File: config.mk
export PLATFORM = sky130hd
export DESIGN_NAME = seg_scan_reader
export DESIGN_NICKNAME = d
export VERILOG_FILES = /design/src/rtl/seg_scan_reader.sv
export SDC_FILE = /design/constraint.sdc
export NUM_CORES = 1
export LEC_CHECK = 0
export CAP_MARGIN = 10
export CORE_ASPECT_RATIO = 1.5
export CORE_MARGIN = 5
export CORE_UTILIZATION = 40
export CTS_BUF_LIST = sky130_fd_sc_hd__clkbuf_2 sky130_fd_sc_hd__clkbuf_4 sky130_fd_sc_hd__clkbuf_8
export DETAILED_ROUTE_END_ITERATION = 8
export SLEW_MARGIN = 20
export SYNTH_ARGS = -nofsm -noshare
export SYNTH_HDL_FRONTEND = slang
export SYNTH_SLANG_ARGS = --single-unit
File: constraint.sdc
create_clock -name clk -period 6.7 [get_ports clk]
set_clock_uncertainty 0.05 [all_clocks]
set_input_delay 1.34 -clock clk [delete_from_list [all_inputs] [get_ports clk]]
set_output_delay 1.34 -clock clk [all_outputs]
set_load 0.01 [all_outputs]
File: src/rtl/seg_scan_reader.sv
// Frame-snapshot display scanner: latches a bank of 7-bit segment codes once per
// frame and time-multiplexes them onto one segment bus with blanking between digits.
module seg_scan_reader #(
    parameter int NUM_DIGITS   = 4,
    parameter int DWELL_CYCLES = 1000,
    parameter int BLANK_CYCLES = 8
) (
    input  logic                    clk,
    input  logic                    rst,
    input  logic                    en,
    input  logic [7*NUM_DIGITS-1:0] din,
    output logic [6:0]              seg_out,
    output logic [NUM_DIGITS-1:0]   dig_sel,
    output logic                    frame_start,
    output logic [2:0]              cur_digit
);
    localparam int MAX_CYCLES = (DWELL_CYCLES > BLANK_CYCLES) ? DWELL_CYCLES : BLANK_CYCLES;
    localparam int CW         = $clog2(MAX_CYCLES + 1);
    localparam logic [CW-1:0] BLANK_LAST = CW'(BLANK_CYCLES - 1);
    localparam logic [CW-1:0] DWELL_LAST = CW'(DWELL_CYCLES - 1);
    localparam logic [2:0]    LAST_DIGIT = 3'(NUM_DIGITS - 1);

    typedef enum logic [1:0] {S_IDLE, S_BLANK, S_DRIVE} state_t;

    state_t                  state_q, state_d;
    logic [CW-1:0]           cnt_q, cnt_d;
    logic [2:0]              cur_q, cur_d;
    logic [7*NUM_DIGITS-1:0] snap_q, snap_d;
    logic [6:0]              seg_q, seg_d;
    logic [NUM_DIGITS-1:0]   dig_q, dig_d;
    logic                    fs_q, fs_d;
    logic [6:0]              snap_arr [8];

    always_comb begin
        state_d = state_q;
        cnt_d   = cnt_q;
        cur_d   = cur_q;
        snap_d  = snap_q;
        fs_d    = 1'b0;
        case (state_q)
            S_IDLE: begin
                if (en) begin
                    state_d = S_BLANK;
                    cnt_d   = '0;
                    cur_d   = 3'd0;
                    snap_d  = din;
                    fs_d    = 1'b1;
                end
            end
            S_BLANK: begin
                if (!en) begin
                    state_d = S_IDLE;
                    cnt_d   = '0;
                    cur_d   = 3'd0;
                end else if (cnt_q == BLANK_LAST) begin
                    state_d = S_DRIVE;
                    cnt_d   = '0;
                end else begin
                    cnt_d = cnt_q + CW'(1);
                end
            end
            S_DRIVE: begin
                if (!en) begin
                    state_d = S_IDLE;
                    cnt_d   = '0;
                    cur_d   = 3'd0;
                end else if (cnt_q == DWELL_LAST) begin
                    state_d = S_BLANK;
                    cnt_d   = '0;
                    // Wrapping past the last digit starts a new frame with a fresh snapshot.
                    if (cur_q == LAST_DIGIT) begin
                        cur_d  = 3'd0;
                        snap_d = din;
                        fs_d   = 1'b1;
                    end else begin
                        cur_d = cur_q + 3'd1;
                    end
                end else begin
                    cnt_d = cnt_q + CW'(1);
                end
            end
            default: begin
                state_d = S_IDLE;
                cnt_d   = '0;
                cur_d   = 3'd0;
            end
        endcase
    end

    genvar gi;
    generate
        for (gi = 0; gi < 8; gi++) begin : g_dig
            if (gi < NUM_DIGITS) begin : g_used
                assign snap_arr[gi] = snap_d[7*gi +: 7];
            end else begin : g_pad
                assign snap_arr[gi] = 7'd0;
            end
        end
    endgenerate

    // Output registers are loaded from the state being entered, so they track state_d.
    always_comb begin
        seg_d = 7'd0;
        dig_d = '0;
        if (state_d == S_DRIVE) begin
            seg_d = snap_arr[cur_d];
            dig_d = NUM_DIGITS'(1) << cur_d;
        end
    end

    always_ff @(posedge clk) begin
        if (!rst) begin
            state_q <= S_IDLE;
            cnt_q   <= '0;
            cur_q   <= 3'd0;
            snap_q  <= '0;
            seg_q   <= 7'd0;
            dig_q   <= '0;
            fs_q    <= 1'b0;
        end else begin
            state_q <= state_d;
            cnt_q   <= cnt_d;
            cur_q   <= cur_d;
            snap_q  <= snap_d;
            seg_q   <= seg_d;
            dig_q   <= dig_d;
            fs_q    <= fs_d;
        end
    end

    assign seg_out     = seg_q;
    assign dig_sel     = dig_q;
    assign frame_start = fs_q;
    assign cur_digit   = cur_q;
endmodule

==> results.cfg, run 1 <==
[detailed_routing]
drt_iter0_drc = 125
vias_per_cell = 5.55
ant_nets = 0
drt_wl_total_microns = 6180
firstDrtPassIters = 4
drc = 0
post_drt_wl_per_cell_microns = 16.1
vias = 2125

[synth]
synthTopCellsByCount = 55 x dfxtp_1, 31 x and2_1, 25 x a22o_1, 22 x nor2_1, 14 x nand2_1
yosysWarnings = 0
synthCells = 270
seq_area_frac_synth = 0.427
netlist.top_cell.by_area = dfxtp_1
ys_types = 46
synth_edf_count = 0
synthMostInstantiatedCell = dfxtp_1
synthTopCellsByArea = dfxtp_1 43%, a22o_1 8.5%, and2_1 7.5%
synth_top_area_frac = 0.427
syn-num-nets = 307
avgSynthCellArea_sq_um = 9.55
netlist_area_sq_um = 2580
synthArstFlopShare = 0
ys.flop_type = dfxtp_1
ys_ff_latch = 55

[timing]
fin_setup_tns_ps = 0
final_max_slew_viol_count = 0
worst_pin_slew_ps = 1030
period_share = 0.605
final_hold_viol_count = 0
holdWs_ps = 459
slew_headroom = 0.314
setup_viol = 0
rsz0062_at_grt = false
max_freq_mhz = 247
period_needed_ps = 4060

[worst_setup_path]
cp_top_family = simple AND/OR/NAND/NOR gates
reg2reg_slack_ps = 3600
cp-end-kind = flip-flop
worstSetupPathType = input port to flip-flop
cp_cell_sequence = clkdlybuf4s50_1 -> nand4_1 -> or4b_1 -> nand2_1 -> a22oi_1 -> a221o_1 -> a21oi_2
rr_worst_depth = 8
start_kind = input port
r2r_start = state_q[0]
timing.rr.end = seg_out[5]
cp.depth = 7
slowest_stage = nand2_1
path_max_fanout = 29
cp.required_ps = 6890
cp_num_buf_inv = 1
cp.arrival_ps = 4250
critPathMaxStageDelay_ps = 790

[placed_design]
placed_cell_area_sq_um = 3060
hpwl_microns = 4400
io_buffers = 45
place_inst = 375
gp_congestion = 0.846

[clocking]
clock_latency_ps = 310
ctsResizeCount = 0
cts_sinks = 55
cts_hold_buffers = 0
h-tree-depth = 2
cts_tree = yes
path_clk_slew_ps = 100
cts_root_buffer = clkbuf_8
cts_buffers = 5
post-cts-setup-buffer-count = 0
cts_max_path_buffers = 2

[layout]
fill_cells = 606
finalNetCount = 345
regArea_sq_um = 1100
fin_cells = 383
fin_area_sq_um = 3180
syn2layout_area_growth_pct = 23.4
drive_above_1_share = 0.0744
multi_input_area_sq_um = 1380
num_antenna_cells = 0

[grt]
grt_pass1_wl_microns = 10200
antenna_found_initial = 0
grt_max_degree = 38
grt_overflow = 0
grt_pass1_vias = 2117
grt_use_total = 0.162

[power_and_ir_drop]
leakage_uw = 0.00133
power_uw = 648
p_per_area_nw_per_um2 = 204
peakVddDrop_v = 0.000126

[outcome]
status = finished clean

[die]
chipWidth_microns = 75.5
io_pins = 46
die_h_microns = 108
dieArea_sq_um = 8180
initial_utilization = 0.414
row_count = 35
coreArea_sq_um = 6220

[worst_hold_path]
hold_end = snap_q[20]
holdPathStages = 2
holdCritPathClass = flip-flop to flip-flop
worstHoldStart = snap_q[20]

[job]
max_cap_viol_count = 0
area by class of cell:
class / instances / area share
clock buffer: 6 / 0.0260
clock inverter: 2 / 0.0110
inverter: 8 / 0.00944
multi-input combinational: 192 / 0.435
sequential: 55 / 0.346
tap: 74 / 0.0291
timing repair buffer: 46 / 0.144
state kept, by name (all words and copies together), names as in the netlist:
name,cells
dig_sel,4
cur_digit,3
cnt_q,10
state_q,2
seg_out,7
frame_start,1
snap_q,28
per-layer routing:
| layer | track usage | wire [microns] |
|---|---|---|
| met2 | 0.280 | 3110 |
| met3 | 0.0260 | 243 |
| met4 | 0.0525 | 133 |
| met5 | 0 | 0 |
| met1 | 0.200 | 2700 |
kinds of logic (layout without fill, tap and decap cells):
kind of cell | count (synthesis) | after routing | share of synthesized area
AND/OR/NAND/NOR | 106 | 106 | 0.242
AO/OA/AOI/OAI | 67 | 67 | 0.212
flip-flops | 55 | 55 | 0.427
buffers and inverters | 23 | 62 | 0.0393
multiplexers | 13 | 13 | 0.0505
adder cells (fa/ha/maj) | 6 | 6 | 0.0291
worst max path at each step:
stage,from,endpoint
2_1_floorplan,en,seg_out[5]
3_3_place_gp,en,seg_out[5]
3_5_place_dp,en,seg_out[5]
4_1_cts,en,seg_out[5]
5_1_grt,en,seg_out[5]
6_report,en,seg_out[5]
cells in the final DEF (no fill, tap or decap), types with 4 or more instances in the layout:
cell type        count
nor2b_1              5
nand3_1              8
a22o_1              25
nand2_1             14
o22ai_1              7
nor2_1              22
dfxtp_1             55
nand4_1              4
o211ai_1             6
o211a_1              5
ha_1                 6
mux2i_1             13
clkbuf_8             6
a21oi_1              6
clkdlybuf4s50_1     45
inv_1                8
and2_1              31
power breakdown:
group          switching (uW)  leakage, uW  internal [uW]  total (uW)
clock                     110    0.0000612            121         231
sequential               3.76     0.000448            338         342
combinational            36.0     0.000823           39.9        75.9
total                     150      0.00133            499         648
worst register-to-register path: stages, from the launching register on:
cell and delay [ps]:
dfxtp_1 370, inv_1 120, ha_1 280, nand4_1 140, or4b_1 550, nand2_1 790
a22oi_1 200, a221o_1 420, a21oi_2 110
metrics by stage:
stage,utilization,setup slack [ps]
detailed placement,0.493,2320
floorplan,-,3510
global route,0.512,2390
finish,0.512,2640
global placement,0.492,2390
CTS,0.512,2640
No activity file was read; power rests on OpenSTA's default activity.
==> inputs of run 2 (changes only) <==
==> constraint.sdc (replaced) <==
create_clock -name clk -period 4.1 [get_ports clk]
set_clock_uncertainty 0.05 [all_clocks]
set_input_delay 0.82 -clock clk [delete_from_list [all_inputs] [get_ports clk]]
set_output_delay 0.82 -clock clk [all_outputs]
set_load 0.01 [all_outputs]
==> run 2 against run 1 <==
Design area about the same; core utilization is essentially flat; non-clock buffer count up 1; die area is the same; sequential power grew 63%; wire length barely moved; critical path type unchanged; sequential share of layout area barely moved; total power grew 61%; highest routed layer unchanged; critical path depth unchanged; flip-flop and latch count is the same; register-to-register slack got worse by 2300 ps; clock-buffer cell count is 1 lower.
==> results.cfg, run 2 (same netlist as run 1, synthesis figures left out) <==
[clocking]
h-tree-depth = 2
post-cts-setup-buffer-count = 0
cts_hold_buffers = 0
cts_root_buffer = clkbuf_8
clock_latency_ps = 310
ctsResizeCount = 0
path_clk_slew_ps = 100
cts_max_path_buffers = 2
cts_sinks = 55
cts_buffers = 5
cts_tree = yes

[worst_setup_path]
cp.required_ps = 4240
reg2reg_slack_ps = 1350
worstSetupPathType = input port to flip-flop
rr_worst_depth = 8
start_kind = input port
cp.arrival_ps = 3350
cp-end-kind = flip-flop
path_max_fanout = 11

[detailed_routing]
met2_length_microns = 3110
routed.top_layer = met4
wl_met3_microns = 236
firstDrtPassIters = 4
wl_met1_microns = 2730
drt_iter0_drc = 79
ant_nets = 0
post_drt_wl_per_cell_microns = 16.1
drt_wl_total_microns = 6180
drc = 0
vias_per_cell = 5.50
vias = 2112

[timing]
period_needed_ps = 3210
layout_setup_ws_ps = 894
period_share = 0.782
final_hold_viol_count = 0
max_freq_mhz = 312
rsz0062_at_grt = false
setup_viol = 0
final_max_slew_viol_count = 0
fin_setup_tns_ps = 0
worst_pin_slew_ps = 689
slew_headroom = 0.540

[die]
chipWidth_microns = 75.5
dieArea_sq_um = 8180
die_h_microns = 108
coreArea_sq_um = 6220
row_count = 35
io_pins = 46
initial_utilization = 0.414

[grt]
grt_max_degree = 37
grt_overflow = 0
grt_use_total = 0.160
antenna_found_initial = 0
grt_pass1_vias = 2097
grt_pass1_wl_microns = 10100

[power_and_ir_drop]
power_uw = 1050
leakage_uw = 0.00133
p_per_area_nw_per_um2 = 329
peakVddDrop_v = 0.000177

[placed_design]
gp_congestion = 0.827
hpwl_microns = 4400
placed_cell_area_sq_um = 3070
io_buffers = 45
pre_cts_ws_ps = 589

[job]
max_cap_viol_count = 0

[layout]
layout_common_cells = 55 x dfxtp_1, 45 x clkdlybuf4s50_1, 31 x and2_1, 25 x a22o_1, 22 x nor2_1
largest_register_ffs = 28
finalNetCount = 346
fin_area_sq_um = 3180
regArea_sq_um = 1100
multi_input_area_sq_um = 1380
regMostFlops = snap_q
drive_above_1_share = 0.0774
num_antenna_cells = 0
final_common_cell = dfxtp_1
syn2layout_area_growth_pct = 23.5
fill_cells = 600

[worst_hold_path]
holdPathStages = 2
holdCritPathClass = flip-flop to flip-flop

[outcome]
status = finished clean
[run 2: changes by cell type in the layout (fill, tap and decap cells not counted), sizes merged]
cell    previous run  this run
buf                1         2
clkbuf             6         5
clkinv             1         2
[run 2: through the flow]
stage	hold WS (ps)	util	instances
detailed placement	453	0.494	376
global placement	438	0.493	376
floorplan	416	-	270
CTS	470	0.512	384
global route	485	0.512	384
finish	465	0.512	384
[run 2: report_power, final]
part           internal [uW]  switching, uW
clock                    182            181
combinational           65.8           60.1
sequential               552           5.87
total                    800            247
[run 2: worst paths after layout]
check | to | startpoint
min | snap_q[26] | snap_q[26]
min reg2reg | snap_q[26] | snap_q[26]
max | seg_out[3] | en
max reg2reg | seg_out[3] | state_q[0]
[run 2: final cells by class]
type,instances,area share
multi-input combinational,192,0.434
clock buffer,5,0.0216
tap,74,0.0291
inverter,8,0.00943
timing repair buffer,47,0.146
clock inverter,3,0.0138
sequential,55,0.346
[run 2: critical path, stage by stage]
cell and delay, ps:
clkdlybuf4s50_1 690, mux2i_1 380, or4b_4 520, and3_4 230, nor2_4 290, mux2i_1 290
o22ai_1 120
[run 2: per-layer routing]
metal,global-route usage,vias to the layer above
met2,0.272,42
li1,-,1056
met4,0.0513,0
met3,0.0298,9
met1,0.200,1005
met5,0,-
==> inputs of run 3 (changes only) <==
==> constraint.sdc (replaced) <==
create_clock -name clk -period 3.19 [get_ports clk]
set_clock_uncertainty 0.05 [all_clocks]
set_input_delay 0.638 -clock clk [delete_from_list [all_inputs] [get_ports clk]]
set_output_delay 0.638 -clock clk [all_outputs]
set_load 0.01 [all_outputs]
==> run 3 against run 2 <==
Clock-buffer cell count rose by 1; sequential share of layout area fell by 0.47 points; core utilization rose by 0.70 points; register-to-register slack got worse by 820 ps; design area rose by 1.4%; critical path depth did not move.
==> results.cfg, run 3 (same netlist as run 1, synthesis figures left out) <==
[die]
die_h_microns = 108
initial_utilization = 0.414
io_pins = 46
chipWidth_microns = 75.5
dieArea_sq_um = 8180
coreArea_sq_um = 6220
row_count = 35

[clocking]
ctsResizeCount = 0
cts_root_buffer = clkbuf_8
clock_latency_ps = 300
cts_buffers = 5
path_clk_slew_ps = 100
cts_max_path_buffers = 2
cts_hold_buffers = 0
cts_tree = yes
cts_sinks = 55
post-cts-setup-buffer-count = 0
h-tree-depth = 2

[detailed_routing]
drc = 0
firstDrtPassIters = 4
ant_nets = 0
drt_wl_total_microns = 6300
post_drt_wl_per_cell_microns = 16.2
vias = 2170
drt_iter0_drc = 84
vias_per_cell = 5.59

[worst_setup_path]
cp.arrival_ps = 2950
crit_top_cell = mux2i_1
cp_cell_sequence = clkdlybuf4s50_1 -> mux2i_1 -> or4b_4 -> and3_4 -> o21ai_4 -> mux2i_1 -> o22ai_1
path_max_fanout = 7
cp.required_ps = 3330
cp_num_buf_inv = 1
cp_top_family = simple AND/OR/NAND/NOR gates
worstSetupPathType = input port to flip-flop
slowest_stage = clkdlybuf4s50_1
cp-end-kind = flip-flop
critPathMaxStageDelay_ps = 580
start_kind = input port
reg2reg_slack_ps = 530

[grt]
antenna_found_initial = 0
grt_max_degree = 37
grt_pass1_wl_microns = 10400
grt_use_total = 0.164
grt_overflow = 0
grt_pass1_vias = 2223

[layout]
largest_register_ffs = 28
final_common_cell = dfxtp_1
finalNetCount = 351
fin_util = 0.519
layout_common_cells = 55 x dfxtp_1, 45 x clkdlybuf4s50_1, 31 x and2_1, 25 x a22o_1, 22 x nor2_1
drive_above_1_share = 0.0892
num_antenna_cells = 0
regMostFlops = snap_q
syn2layout_area_growth_pct = 25.2

[timing]
period_share = 0.881
worst_pin_slew_ps = 689
setup_viol = 0
rsz0062_at_grt = false
max_freq_mhz = 356
period_needed_ps = 2810
final_hold_viol_count = 0
fin_setup_tns_ps = 0
final_max_slew_viol_count = 0
slew_headroom = 0.540

[outcome]
status = finished clean

[job]
max_cap_viol_count = 0

[placed_design]
hpwl_microns = 4590
gp_congestion = 0.860
io_buffers = 45

[power_and_ir_drop]
peakVddDrop_v = 0.000262
p_per_area_nw_per_um2 = 416
leakage_uw = 0.00136

[worst_hold_path]
holdCritPathClass = flip-flop to flip-flop
==> run 3: changes by cell type in the layout (fill, tap and decap cells not counted), sizes merged <==
cell	change
clkbuf	+1
buf	+5
clkinv	-2
==> run 3: path summary, 6_finish.rpt <==
kind	cells past startpoint	to	start
worst max-delay path	7	seg_out[3]	en
worst max register to register	8	seg_out[3]	state_q[0]
worst min register to register	2	snap_q[26]	snap_q[26]
worst min-delay path	2	snap_q[26]	snap_q[26]
==> run 3: metal layers <==
layer	up-vias	track usage	wire length, microns
met5	-	0	0
met4	0	0.0763	218
met3	18	0.0326	275
met2	59	0.273	3140
met1	1028	0.199	2670
li1	1065	-	-
==> run 3: worst reg2reg max path, stage by stage, from the launching register on <==
cell,delay (ps)
dfxtp_1,420
inv_1,110
ha_1,290
mux2i_1,200
or4b_4,500
and3_4,230
o21ai_4,330
mux2i_1,310
o22ai_1,110
==> run 3: cell type report <==
cell class                      count  area [sq um]
Multi-Input combinational cell    192          1380
Clock inverter                      1          30.0
Clock buffer                        6          76.3
Fill cell                         590          2990
Timing Repair Buffer               52           515
Tap cell                           74          92.6
Sequential cell                    55          1100
Inverter                            8          30.0
==> run 3: where the power goes <==
| part | total [uW] | internal, uW | switching, uW |
|---|---|---|---|
| logic | 167 | 89.6 | 77.3 |
| registers | 717 | 710 | 7.71 |
| clock network | 458 | 239 | 219 |
==> run 3: through the flow <==
| step | hold slack [ps] | power [uW] | instance area (sq um) | setup slack, ps | cells |
|---|---|---|---|---|---|
| floorplan | 416 | 830 | 2580 | 682 | 270 |
| global placement | 433 | 900 | 3120 | -91.1 | 381 |
| detailed placement | 452 | 901 | 3120 | -129 | 381 |
| CTS | 475 | 1350 | 3220 | 185 | 388 |
| global route | 506 | 1400 | 3230 | 312 | 388 |
| finish | 468 | 1340 | 3230 | 379 | 388 |
